--- src/rtl/dt_pkg.sv ---
// Shared types and constants for the distance-transform result path.
// Addresses are raster order {y, x}; stream entries carry coordinates with the data.
package dt_pkg;

    localparam int IMG_LOG2 = 7;
    localparam int DATA_W   = 8;

    typedef logic [DATA_W-1:0]            pix_t;
    typedef logic [IMG_LOG2-1:0]          coord_t;
    typedef logic [2*IMG_LOG2:0]          nz_t;
    typedef logic [2*IMG_LOG2+DATA_W-1:0] sum_t;

    typedef struct packed {
        coord_t y;
        coord_t x;
    } addr_t;

    typedef struct packed {
        pix_t   data;
        coord_t x;
        coord_t y;
        logic   last;
    } pix_ent_t;

    typedef enum logic [1:0] {
        ST_IDLE,
        ST_RUN,
        ST_DRAIN,
        ST_DONE
    } rd_state_t;

    function automatic addr_t addr_inc(input addr_t a);
        return addr_t'(a + 1'b1);
    endfunction

endpackage

--- src/rtl/dt_res_reader_if.sv ---
// Result-RAM read port plus the pixel output stream of the readback engine.
// The reader is the master of both; the RAM/consumer side is the slave.
interface dt_res_reader_if;
    import dt_pkg::*;

    logic   res_rd;
    addr_t  res_addr;
    pix_t   res_di;

    logic   out_valid;
    logic   out_ready;
    pix_t   out_data;
    coord_t out_x;
    coord_t out_y;
    logic   out_last;

    modport master (
        output res_rd, res_addr,
        input  res_di,
        output out_valid, out_data, out_x, out_y, out_last,
        input  out_ready
    );

    modport slave (
        input  res_rd, res_addr,
        output res_di,
        input  out_valid, out_data, out_x, out_y, out_last,
        output out_ready
    );

endinterface

--- src/rtl/dt_skid_fifo.sv ---
// Two-entry fall-through FIFO of pixel entries: an entry pushed into an empty
// FIFO is visible at the head in the same cycle and can be popped straight away.
module dt_skid_fifo
    import dt_pkg::*;
(
    input  logic     clk,
    input  logic     reset,
    input  logic     push,
    input  pix_ent_t push_ent,
    input  logic     pop,
    output logic     head_valid,
    output pix_ent_t head,
    output logic [1:0] count
);

    localparam int DEPTH = 2;

    pix_ent_t   mem_q [DEPTH];
    pix_ent_t   mem_d [DEPTH];
    logic       wr_ptr_q, wr_ptr_d;
    logic       rd_ptr_q, rd_ptr_d;
    logic [1:0] count_q, count_d;
    logic       store;
    logic       drop;

    always_comb begin
        head_valid = (count_q != 2'd0) || push;
        head       = '0;
        if (count_q != 2'd0) begin
            head = mem_q[rd_ptr_q];
        end else if (push) begin
            head = push_ent;
        end

        // A push that is popped in the same cycle from an empty FIFO never lands
        drop     = pop && (count_q != 2'd0);
        store    = push && !(pop && (count_q == 2'd0));
        count_d  = count_q + {1'b0, store} - {1'b0, drop};
        wr_ptr_d = wr_ptr_q ^ store;
        rd_ptr_d = rd_ptr_q ^ drop;

        for (int i = 0; i < DEPTH; i++) begin
            mem_d[i] = mem_q[i];
            if (store && (wr_ptr_q == 1'(i))) begin
                mem_d[i] = push_ent;
            end
        end
    end

    always_ff @(posedge clk or negedge reset) begin
        if (!reset) begin
            for (int i = 0; i < DEPTH; i++) begin
                mem_q[i] <= '0;
            end
            wr_ptr_q <= 1'b0;
            rd_ptr_q <= 1'b0;
            count_q  <= 2'd0;
        end else begin
            for (int i = 0; i < DEPTH; i++) begin
                mem_q[i] <= mem_d[i];
            end
            wr_ptr_q <= wr_ptr_d;
            rd_ptr_q <= rd_ptr_d;
            count_q  <= count_d;
        end
    end

    assign count = count_q;

endmodule

--- src/rtl/dt_res_reader.sv ---
// Raster-order readback of the distance-transform result RAM into a valid/ready
// pixel stream, with running max / non-zero count / sum statistics.
module dt_res_reader
    import dt_pkg::*;
(
    input  logic clk,
    input  logic reset,
    input  logic start,
    output logic busy,
    output logic done,
    dt_res_reader_if.master bus,
    output pix_t stat_max,
    output nz_t  stat_nz,
    output sum_t stat_sum
);

    rd_state_t state_q, state_d;
    addr_t     addr_q, addr_d;
    logic      infl_q, infl_d;
    addr_t     infl_addr_q, infl_addr_d;
    pix_t      max_q, max_d;
    nz_t       nz_q, nz_d;
    sum_t      sum_q, sum_d;

    logic       rd_en;
    logic       pop;
    logic       head_valid;
    pix_ent_t   head;
    pix_ent_t   push_ent;
    logic [1:0] fifo_count;

    // Read data returns one cycle after the strobe; its coordinates ride along
    assign push_ent = '{data: bus.res_di,
                        x:    infl_addr_q.x,
                        y:    infl_addr_q.y,
                        last: (infl_addr_q == addr_t'('1))};

    dt_skid_fifo u_fifo (
        .clk        (clk),
        .reset      (reset),
        .push       (infl_q),
        .push_ent   (push_ent),
        .pop        (pop),
        .head_valid (head_valid),
        .head       (head),
        .count      (fifo_count)
    );

    always_comb begin
        // Credit: stored entries plus the read whose data is arriving must leave room
        rd_en = (state_q == ST_RUN) &&
                (({1'b0, fifo_count} + {2'b00, infl_q}) < 3'd2);
        pop   = head_valid && bus.out_ready;

        state_d     = state_q;
        addr_d      = addr_q;
        infl_d      = rd_en;
        infl_addr_d = rd_en ? addr_q : addr_t'('0);
        max_d       = max_q;
        nz_d        = nz_q;
        sum_d       = sum_q;

        if (rd_en) begin
            addr_d = addr_inc(addr_q);
        end

        if (pop) begin
            if (head.data > max_q) begin
                max_d = head.data;
            end
            if (head.data != '0) begin
                nz_d = nz_q + 1'b1;
            end
            sum_d = sum_q + sum_t'(head.data);
        end

        case (state_q)
            ST_IDLE, ST_DONE: begin
                if (start) begin
                    state_d = ST_RUN;
                    addr_d  = '0;
                    max_d   = '0;
                    nz_d    = '0;
                    sum_d   = '0;
                end
            end
            ST_RUN: begin
                if (rd_en && (addr_q == addr_t'('1))) begin
                    state_d = ST_DRAIN;
                end
            end
            ST_DRAIN: begin
                if (pop && head.last) begin
                    state_d = ST_DONE;
                end
            end
            default: state_d = ST_IDLE;
        endcase
    end

    always_ff @(posedge clk or negedge reset) begin
        if (!reset) begin
            state_q     <= ST_IDLE;
            addr_q      <= '0;
            infl_q      <= 1'b0;
            infl_addr_q <= '0;
            max_q       <= '0;
            nz_q        <= '0;
            sum_q       <= '0;
        end else begin
            state_q     <= state_d;
            addr_q      <= addr_d;
            infl_q      <= infl_d;
            infl_addr_q <= infl_addr_d;
            max_q       <= max_d;
            nz_q        <= nz_d;
            sum_q       <= sum_d;
        end
    end

    assign bus.res_rd    = rd_en;
    assign bus.res_addr  = rd_en ? addr_q : addr_t'('0);
    assign bus.out_valid = head_valid;
    assign bus.out_data  = head.data;
    assign bus.out_x     = head.x;
    assign bus.out_y     = head.y;
    assign bus.out_last  = head.last;

    assign busy     = (state_q == ST_RUN) || (state_q == ST_DRAIN);
    assign done     = (state_q == ST_DONE);
    assign stat_max = max_q;
    assign stat_nz  = nz_q;
    assign stat_sum = sum_q;

endmodule
--- src/flat_wrapper.sv ---
// flat-port wrapper written by rule: the top's interface ports become plain ports
module dt_res_reader_flat import dt_pkg::*;
  (clk, reset, start, busy, done, stat_max, stat_nz, stat_sum, bus_res_rd, bus_res_addr, bus_res_di, bus_out_valid, bus_out_data, bus_out_x, bus_out_y, bus_out_last, bus_out_ready);
  dt_res_reader_if bus_i ();
  input  logic clk;
  input  logic reset;
  input  logic start;
  output logic busy;
  output logic done;
  output pix_t stat_max;
  output nz_t stat_nz;
  output sum_t stat_sum;
  output wire logic [$bits(bus_i.res_rd)-1:0] bus_res_rd;
  output wire logic [$bits(bus_i.res_addr)-1:0] bus_res_addr;
  input wire logic [$bits(bus_i.res_di)-1:0] bus_res_di;
  output wire logic [$bits(bus_i.out_valid)-1:0] bus_out_valid;
  output wire logic [$bits(bus_i.out_data)-1:0] bus_out_data;
  output wire logic [$bits(bus_i.out_x)-1:0] bus_out_x;
  output wire logic [$bits(bus_i.out_y)-1:0] bus_out_y;
  output wire logic [$bits(bus_i.out_last)-1:0] bus_out_last;
  input wire logic [$bits(bus_i.out_ready)-1:0] bus_out_ready;
  assign bus_res_rd = bus_i.res_rd;
  assign bus_res_addr = bus_i.res_addr;
  assign bus_i.res_di = bus_res_di;
  assign bus_out_valid = bus_i.out_valid;
  assign bus_out_data = bus_i.out_data;
  assign bus_out_x = bus_i.out_x;
  assign bus_out_y = bus_i.out_y;
  assign bus_out_last = bus_i.out_last;
  assign bus_i.out_ready = bus_out_ready;
  dt_res_reader u_core (.clk(clk), .reset(reset), .start(start), .busy(busy), .done(done), .bus(bus_i), .stat_max(stat_max), .stat_nz(stat_nz), .stat_sum(stat_sum));
endmodule
--- config.mk ---
export PLATFORM = sky130hd
export DESIGN_NAME = dt_res_reader_flat
export DESIGN_NICKNAME = d
export VERILOG_FILES = /design/src/rtl/dt_pkg.sv /design/src/rtl/dt_res_reader_if.sv /design/src/rtl/dt_skid_fifo.sv /design/src/rtl/dt_res_reader.sv /design/src/flat_wrapper.sv
export SDC_FILE = /design/constraint.sdc
export NUM_CORES = 1
export LEC_CHECK = 0
export ABC_CLOCK_PERIOD_IN_PS = 2800
export CAP_MARGIN = 20
export CORE_ASPECT_RATIO = 1.25
export CORE_MARGIN = 2
export CORE_UTILIZATION = 49
export CTS_CLUSTER_DIAMETER = 200
export DETAILED_ROUTE_END_ITERATION = 8
export PLACE_DENSITY = 0.76
export SLEW_MARGIN = 0
export SYNTH_ARGS = -nofsm -noshare
export SYNTH_HDL_FRONTEND = slang
export SYNTH_SLANG_ARGS = --single-unit
--- constraint.sdc ---
create_clock -name clk -period 2.8 [get_ports clk]
set_input_delay 0.28 -clock clk [delete_from_list [all_inputs] [get_ports clk]]
set_output_delay 0.28 -clock clk [all_outputs]
set_load 0.02 [all_outputs]
==> results of run 1 <==
-- layout by cell type (no fill, tap or decap), types with 15 or more instances in the layout --
master and count:
nand2_1 56, clkdlybuf4s50_1 96, mux2_2 48, xnor2_1 19, ha_1 25, inv_1 20
dfrtp_1 125, clkbuf_16 17, a211oi_1 19, a21oi_1 41, nand3_1 15, nor2b_1 21
xor2_1 15, nor2_1 52, and3_1 23, buf_4 40, nand4_1 15
-- final cells by class --
type	count	area, um^2	area share (%)
Inverter	22	82.58	0.9485
Sequential cell	126	3154	36.23
Timing Repair Buffer	140	1323	15.19
Clock buffer	20	446.7	5.131
Tap cell	171	214.0	2.458
Multi-Input combinational cell	461	3343	38.40
Clock inverter	11	142.6	1.638
-- power by group through the flow --
stage / sequential [W] / combinational, W / clock (W)
6_report: 0.00251 / 0.00501 / 0.00219
5_1_grt: 0.00256 / 0.00543 / 0.00231
4_1_cts: 0.00250 / 0.00484 / 0.00221
3_5_place_dp: 0.00253 / 0.00476 / 0
3_3_place_gp: 0.00250 / 0.00465 / 0
2_1_floorplan: 0.00256 / 0.00292 / 0
-- metrics by stage --
| step | worst slack (ps) | power (W) | hold WS, ps |
|---|---|---|---|
| after floorplan | -16.77 | 0.005477 | -15.59 |
| after global placement | -28.20 | 0.007153 | 297.2 |
| after detailed placement | -93.26 | 0.007291 | 302.2 |
| after CTS | 7.269 | 0.009556 | 422.1 |
| after global routing | -94.85 | 0.01030 | 442.2 |
| final | 45.60 | 0.009713 | 390.9 |
-- layer usage --
layer | part of all wire, % | up-vias
li1 | - | 2512
met1 | 42 | 2677
met2 | 52 | 154
met3 | 4.6 | 21
met4 | 1.6 | 0
met5 | 0 | -
-- how the worst max path moves through the flow --
stage                                      to  slack (ps)  depth (start not counted)
after floorplan           u_core.stat_sum[18]         -20                         14
after global placement    u_core.stat_sum[12]         -30                         12
after detailed placement  u_core.stat_sum[12]         -90                         12
after CTS                 u_core.stat_sum[12]           7                         12
after global routing      u_core.stat_sum[17]         -90                         12
final                     u_core.stat_sum[16]          50                         12
-- logic make-up after synthesis --
logic type / count (synthesis) / synth area share (%)
DFF: 126 / 47.75
and+or+nand+nor: 232 / 18.74
buffers and inverters: 51 / 3.184
muxes: 58 / 9.703
adders and majority gates: 27 / 5.230
xor gates and xnor gates: 34 / 4.510
AOI/OAI and AO/OA: 110 / 10.88
-- worst max-delay path, cell delays in order (launching register included) --
cell       delay [ps]
dfrtp_1           400
nor2_4             60
buf_12            140
buf_4             140
a211oi_1          220
a21oi_1           100
buf_4             170
ha_1              360
o21a_1            160
o2111ai_1         130
a31o_4            270
or3_1             310
a21oi_1           190
-- registers in the layout (all words and copies together) (netlist names) --
register	flops
u_core.stat_sum	22
u_core.u_fifo.rd_ptr_q	1
u_core.u_fifo.count	2
u_core.infl_addr_q	14
u_core.stat_nz	15
u_core.stat_max	8
u_core.u_fifo.mem_q	46
u_core.addr_q	14
u_core.u_fifo.wr_ptr_q	1
u_core.infl_q	1
u_core.state_q	2
-- timing repair --
action	in CTS	in global routing
hold endpoints to repair	38	0
pin swaps	1	3
endpoints found under the setup margin	2	40
hold buffers	1	0
setup buffers	0	3
gates resized for setup	2	10
==> impl_metrics.yaml, run 1 <==
global_routing:
  use_met3_pct: 5.151
  grt_usage_pct: 24.14
  busiest_layer: "met2"
  grt_pass1_vias: 5530
  grt_use_met2_pct: 40.64
  grt_pass1_wl_um: 27380
  use_met1_pct: 30.99
  antenna_found_initial: 0
  grt_max_degree: 44
  grt.overflow.total: 0
synthesis:
  synth.cell_area_um2: 6603
  synth_edf_count: 0
  syn_inst: 638
  yosysMostFrequentCell: "dfrtp_1"
  yosysWarnings: 0
  yosys.area.top_type: "dfrtp_1"
  syn_avg_cell_area_um2: 10.35
  synth_cell_type_count: 54
  synth_area_leaders: "dfrtp_1 48%, mux2_2 8.2%, ha_1 4.9%"
  yosysTopAreaCellShare_pct: 47.75
  async_flop_share_pct: 100.0
  seq_area_frac_synth_pct: 47.75
  ys_ff_latch: 126
  synth_flop_cell: "dfrtp_1"
  synth.top_cells.by_count: "126 x dfrtp_1, 57 x nand2_1, 52 x nor2_1, 48 x mux2_2, 46 x a21oi_1"
  syn_nets: 677
timing:
  final_min_period_over_clock_period_pct: 98.37
  slew_viol_final: 0
  fin_crit_ps: 2754
  relSlewSlack_pct: 55.43
  fmax_mhz: 363.1
  setup_tns_ps: 0
  fin_skew_ps: 12.17
  setup-violations-final: 0
  max_slew.worst_pin.slew_ps: 668.5
  rsz0062_at_grt: "yes"
  finalHoldViolCount: 0
critical_path:
  required_ps: 3120
  r2r_cells: 12
  reg2reg_slack_ps: 50
  startpoint_type: "register"
  crit_start: "u_core.u_fifo.count[0]"
  path_max_fanout: 11
  cp_data_arrival_time_ps: 3070
  r2r-start: "u_core.u_fifo.count[0]"
  worstSetupEndpointType: "register"
  critPathKind: "reg -> reg"
  r2r_end: "u_core.stat_sum[16]"
routing:
  via_per_inst: 5.640
  initialDrtViolationCount: 345
  ant_nets: 0
  firstDrtPassIters: 5
  vias: 5364
  post_drt_wl_per_cell_um: 17.46
  drc_errors: 0
  routed_wl_um: 16600
floorplan:
  core_um2: 13230
  die_w_um: 107.8
  die_area_um2: 14420
  die_y_um: 133.8
  rows: 47
  start_util_pct: 49.90
  io_pins: 98
pwr:
  switching_share_pct: 39.48
  p_per_area_nw_per_um2: 1116
  pwr-share-comb_pct: 51.6
  clkPwrFrac_pct: 22.6
  irDropWorstVdd_mv: 0.5946
  p_seq_share_pct: 25.9
  p_int_w: 0.005878
  leakage_nw: 3.878
  p_switching_w: 0.003835
layout:
  fill_cells: 1011
  num_antenna_cells: 0
  area_growth_pct: 31.86
  finalNonFillerCells: 951
  layout.nets: 807
  stdcell_area_um2: 8706
  drive_gt1_share_pct: 20.64
  post-route-util_pct: 65.80
placement:
  dp_cells: 916
  dp_hpwl_um: 11510
  io_buffers: 97
  placed_area_um2: 8023
  place_congestion: 0.9036
run_status:
  outcome: "completed"
clock_tree:
  cts_buffer_depth: 2
  tritoncts: "built"
  cts.sinks: 126
  htreeDepth: 4
  cts-root-buf: "clkbuf_16"
  clk_pin_slew_ps: 60
  cts_buffers: 17
  clock_latency_ps: 420
job:
  max_cap_violations: 0
worst_hold_path:
  hold_class: "in -> async"
No activity file was read; power rests on OpenSTA's default activity.
==> inputs of run 2 (changes only) <==
Settings changed: SYNTH_HIERARCHICAL set to 1.
==> run 2 against run 1 <==
First-iteration DRC count is 8.1% lower. Critical endpoint is now u_core/stat_sum[18]. Clock skew is 0.59 ps higher. Final area is 1.3% lower. Core utilization is 0.58 points lower. Maximum frequency is 2.8% higher. Largest cell class unchanged. Critical path type unchanged. Clock power is 7% higher. Final cell count is 2.1% lower.
==> impl_metrics.yaml, run 2 <==
synthesis:
  yosysTopAreaCellShare_pct: 48.04
  synth_flop_cell: "dfrtp_1"
  yosysMostFrequentCell: "dfrtp_1"
  syn_nets: 664
  ys_ff_latch: 126
  syn_avg_cell_area_um2: 10.49
  seq_area_frac_synth_pct: 48.04
  synth_cell_type_count: 55
  synth_edf_count: 0
  yosysWarnings: 6
  async_flop_share_pct: 100.0
  syn_inst: 626
  synth.top_cells.by_count: "126 x dfrtp_1, 48 x nand3_1, 45 x mux2_2, 45 x o21ai_0, 40 x nor2_1"
  synth_area_leaders: "dfrtp_1 48%, mux2_2 7.7%, ha_1 4.8%"
  yosys.area.top_type: "dfrtp_1"
  synth.cell_area_um2: 6564
pwr:
  p_switching_w: 0.003600
  irDropWorstVdd_mv: 0.5945
  p_per_area_nw_per_um2: 1054
  pwr-share-comb_pct: 47.2
  leakage_nw: 3.975
  p_seq_share_pct: 27.0
  switching_share_pct: 39.75
  clkPwrFrac_pct: 25.8
  p_int_w: 0.005456
timing:
  hold_ws_ps: 452.8
  max_slew.worst_pin.slew_ps: 677.6
  fmax_mhz: 373.4
  fin_crit_ps: 2678
  setup-violations-final: 0
  relSlewSlack_pct: 54.83
  fin_skew_ps: 12.76
  slew_viol_final: 0
  final_min_period_over_clock_period_pct: 95.65
  finalHoldViolCount: 0
floorplan:
  core_um2: 13170
  die_w_um: 107.5
  die_area_um2: 14340
  rows: 47
  start_util_pct: 49.83
  io_pins: 98
  die_y_um: 133.4
clock_tree:
  cts-root-buf: "clkbuf_16"
  htreeDepth: 4
  clk_pin_slew_ps: 60
  tritoncts: "built"
  clock_latency_ps: 410
  cts_buffers: 17
  cts_buffer_depth: 2
  cts.sinks: 126
placement:
  io_buffers: 97
  dp_hpwl_um: 11680
  place_congestion: 0.9182
layout:
  post-route-util_pct: 65.22
  area_growth_pct: 30.88
  largest-register: "u_core/u_fifo/mem_q"
  mostFrequentLayoutCells: "123 x dfrtp_1, 82 x clkdlybuf4s50_1, 46 x nand3_1, 45 x mux2_2, 39 x nor2_1"
  drive_gt1_share_pct: 17.63
  layout.nets: 785
  largest_reg_flops: 46
  final_common_cell: "dfrtp_1"
  num_antenna_cells: 0
global_routing:
  grt_usage_pct: 23.92
  grt.overflow.total: 0
  grt_max_degree: 56
  grt_pass1_vias: 5472
  antenna_found_initial: 0
  grt_pass1_wl_um: 27200
critical_path:
  cp_data_arrival_time_ps: 3010
  r2r_cells: 11
  path_max_fanout: 8
  startpoint_type: "register"
  critPathKind: "reg -> reg"
  worstSetupEndpointType: "register"
  required_ps: 3130
worst_hold_path:
  hold_class: "in -> async"
routing:
  routed_wl_um: 16530
  drc_errors: 0
  via_per_inst: 5.751
  vias: 5354
  firstDrtPassIters: 5
  post_drt_wl_per_cell_um: 17.75
  initialDrtViolationCount: 317
  ant_nets: 0
job:
  max_cap_violations: 0
run_status:
  outcome: "completed"
-- run 2: changes by cell type after synthesis, moves of 9 or more --
cell      delta
and3_1      -16
clkbuf_1     -9
o21ai_0     +32
nor2_1      -12
and2_1       +9
a211oi_1    -17
a21oi_1     -13
nand2_1     -20
mux2i_1     +19
nand3_1     +33
nor2b_1     -19
-- run 2: worst paths after layout --
kind,end,slack (ps),from
min reg2reg,u_core/u_fifo/mem_q[30],500,u_core/u_fifo/mem_q[30]
max reg2reg,u_core/stat_sum[18],120,u_core/u_fifo/count[0]
min,u_core/infl_addr_q[13],450,reset
max,u_core/stat_sum[18],120,u_core/u_fifo/count[0]
min in group clk,u_core/u_fifo/mem_q[30],500,u_core/u_fifo/mem_q[30]
max in group asynchronous,u_core/u_fifo/mem_q[34],1600,reset
-- run 2: repair_timing --
action | in CTS | in global routing
gates resized for setup | 0 | 24
setup buffers | 0 | 1
endpoints found under the hold margin | 49 | 0
hold buffers | 1 | 0
setup endpoints to repair | 0 | 28
-- run 2: metrics by stage --
step	worst slack, ps	power (W)	std cells	TNS, ps	cell area, um^2
after floorplan	-43.72	0.005144	626	-43.72	6610
after global routing	-54.03	0.009574	931	-155.3	8591
final	121.7	0.009057	931	0	8591
after global placement	89.23	0.006393	897	0	7870
after CTS	20.59	0.008958	930	0	8511
after detailed placement	14.79	0.006558	897	0	7870
-- run 2: kinds of logic after synthesis --
| group | Yosys count | share of synthesized area [%] |
|---|---|---|
| multiplexers | 75 | 12.31 |
| XOR/XNOR | 30 | 4.003 |
| buffers and inverters | 48 | 3.336 |
| AO/OA/AOI/OAI | 122 | 11.70 |
| adder cells (fa/ha/maj) | 26 | 5.071 |
| AND/OR/NAND/NOR | 199 | 15.54 |
| flip-flops | 126 | 48.04 |
-- run 2: area by class of cell --
cell class / instances / area [um^2]
clock buffer: 20 / 446.7
clock inverter: 12 / 183.9
fill: 1037 / 4582
inverter: 24 / 90.09
multi-input combinational: 452 / 3259
sequential: 126 / 3157
tap: 171 / 214.0
timing repair buffer: 126 / 1240
-- run 2: metal layers --
layer | vias to the layer above | part of all wire [%] | track usage [%]
met2 | 166 | 52 | 39.52
met1 | 2676 | 42 | 30.34
met4 | 0 | 1.9 | 9.330
met3 | 23 | 4.6 | 5.675
met5 | - | 0 | 0
li1 | 2489 | - | -
-- run 2: power groups by stage --
| stage | Combinational [W] | Sequential, W | Clock (W) |
|---|---|---|---|
| after floorplan | 0.00266 | 0.00249 | 0 |
| after global placement | 0.00395 | 0.00244 | 0 |
| after detailed placement | 0.00410 | 0.00246 | 0 |
| after CTS | 0.00414 | 0.00244 | 0.00238 |
| after global routing | 0.00462 | 0.00249 | 0.00246 |
| final | 0.00428 | 0.00244 | 0.00234 |
-- run 2: critical path: stages (launching register included) --
cell	delay, ps
dfrtp_2	470
nor2_4	210
nand3_2	120
o21ai_4	90
ha_2	200
inv_1	60
fa_2	340
or2b_1	280
a21oi_2	210
o21ai_2	120
or3_1	360
a21oi_1	140
==> RTL edit: new RTL, flow settings as in run 2 <==
Encoding of `rd_state_t`: now one-hot (4 bits for 4 states).
--- a/src/rtl/dt_pkg.sv
+++ b/src/rtl/dt_pkg.sv
@@ -22,11 +22,11 @@
         logic   last;
     } pix_ent_t;
 
-    typedef enum logic [1:0] {
-        ST_IDLE,
-        ST_RUN,
-        ST_DRAIN,
-        ST_DONE
+    typedef enum logic [3:0] {
+        ST_IDLE  = 4'b0001,
+        ST_RUN   = 4'b0010,
+        ST_DRAIN = 4'b0100,
+        ST_DONE  = 4'b1000
     } rd_state_t;
 
     function automatic addr_t addr_inc(input addr_t a);
Function: same outputs for any inputs over 4 cycles, from zero or initial values and one cycle with reset low; so few cycles prove little.
==> RTL edit against run 2 <==
- hold slack got worse by 32 ps
- setup slack got worse by 29 ps
- global-route usage up 0.11 points
- largest cell class unchanged
- sequential cell count grew 2
- routed wire length is 3.7% higher
- critical endpoint is now u_core/stat_sum[10]
- final area increased by 2.3%
- area after synthesis rose by 1.8%
- power is 8.3% higher
==> RTL edit: results (changes against run 2) <==
outcome: finished, final reports clean
DP HPWL: 11,700 um (+0.55%)
clock skew: 5.52 ps (-7.24 ps)
Fill cells: 1,065 (+2.7%)
CP max stage cell: or4_1
DR vias/cell: 5.76 (+0.18%)
TritonCTS Buffers: 17 (unchanged)
net switching power: 3.87 mW (+7.4%)
r2r endpoint: u_core/stat_sum[10]
Lkg Pwr: 3.90 nW (-1.8%)
register area share after synthesis: 0.479 (-0.000868)
DP Worst Slack: -69.0 ps (-83.8 ps)
gpl congestion: 0.869 (-5.3%)
vias in the first global route: 5,520 (+0.88%)
H-tree levels: 4 (unchanged)
DR iter-0 viols: 407 (+28%)
most frequent cells after synthesis: dfrtp_1 (127), nand3_1 (47), mux2_2 (46), nor2_1 (42), o21ai_0 (42)
count of cell types in the netlist: 59 (+7.3%)
Min-Delay Path Class: in2async
largest register by flop count: u_core/u_fifo/mem_q
Critical Path Max Stage Delay: 450 ps (-20 ps)
gr usage total: 0.240 (+0.00108)
Slew HR: 0.587 (+0.0384)
largest net degree at the start of global routing: 61 (+8.9%)
Worst VDD drop: 559 uV (-6.0%)
NumNets Final: 796 (+1.4%)
placed instance area: 0.00802 mm2 (+1.9%)
crit path max fanout: 10 (+2)
share of layout cells above drive strength 1: 0.208 (+0.0314)
Mapped Nets: 668 (+0.60%)
Setup crit start: u_core/u_fifo/count[1]
first-pass GRT wire length: 27,600 um (+1.3%)
WP data arrival: 3060 ps (+50 ps)
Routed WL: 17,100 um (+3.7%)
synth top area cells: dfrtp_1 (48%), mux2_2 (7.8%), mux2i_1 (4.0%)
slack of the critical path: 92.7 ps (-29.0 ps)
first-pass detailed-route iteration total: 4 (-1)
WS Path Type: reg2reg
RTL edit: cell count changes after synthesis, moves of 4 or more:
cell / delta
buf_2: +5
ha_1: -4
and3_1: +11
and2_1: -12
a22o_1: -4
o211ai_1: -5
RTL edit: final cells by class:
type                    instances  area [um2]  area share
multi-input cells             454        3340       0.380
inverters                      21        78.8     0.00897
well taps                     171         214      0.0243
clock inverters                13         188      0.0214
repair buffers                140        1320       0.150
flip-flops and latches        128        3210       0.365
clock buffers                  19         443      0.0504
RTL edit: through the flow:
| stage | power (mW) | setup TNS (ps) | hold WS, ps | std cells |
|---|---|---|---|---|
| final | 9.81 | 0 | 421 | 946 |
| after CTS | 9.54 | 0 | 443 | 937 |
| after detailed placement | 7.13 | -164 | 338 | 904 |
| after global routing | 10.3 | -37.2 | 497 | 946 |
| after global placement | 6.93 | 0 | 332 | 904 |
| after floorplan | 5.50 | -26.4 | -15.6 | 634 |
RTL edit: power by group through the flow:
| stage | clock network [mW] | registers (mW) | logic, mW |
|---|---|---|---|
| 6_report | 2.34 | 2.67 | 4.80 |
| 5_1_grt | 2.46 | 2.73 | 5.16 |
| 4_1_cts | 2.37 | 2.66 | 4.51 |
| 3_5_place_dp | 0 | 2.68 | 4.45 |
| 3_3_place_gp | 0 | 2.65 | 4.28 |
| 2_1_floorplan | 0 | 2.68 | 2.82 |
RTL edit: what timing repair did:
| item | in CTS | in global routing |
|---|---|---|
| gates cloned | 0 | 1 |
| hold buffers | 1 | 0 |
| setup buffers | 0 | 8 |
| resized for setup | 5 | 13 |
| endpoints found under the setup margin | 12 | 43 |
| hold endpoints to repair | 47 | 0 |
| pin swaps | 0 | 4 |
RTL edit: kinds of logic after synthesis:
group                      share of synthesized area
and+or+nand+nor                                0.171
buffers and inverters                         0.0376
muxes                                          0.120
DFF                                            0.479
xor gates and xnor gates                      0.0459
adders and majority gates                     0.0423
AOI/OAI and AO/OA                              0.104
RTL edit: how the worst min path moves through the flow:
stage                     startpoint                      end  depth (start not counted)
after floorplan                reset         u_core/addr_q[0]                          0
after global placement         reset   u_core/u_fifo/mem_q[4]                          1
after detailed placement       reset  u_core/u_fifo/mem_q[27]                          1
after CTS                      reset   u_core/u_fifo/mem_q[3]                          2
after global routing           reset  u_core/u_fifo/mem_q[30]                          2
final                          reset   u_core/u_fifo/mem_q[4]                          2
RTL edit: routing by layer:
metal | GRT usage | routed length, um
met5 | 0 | 0
met4 | 0.108 | 463
met3 | 0.0463 | 679
met2 | 0.399 | 8800
met1 | 0.303 | 7190
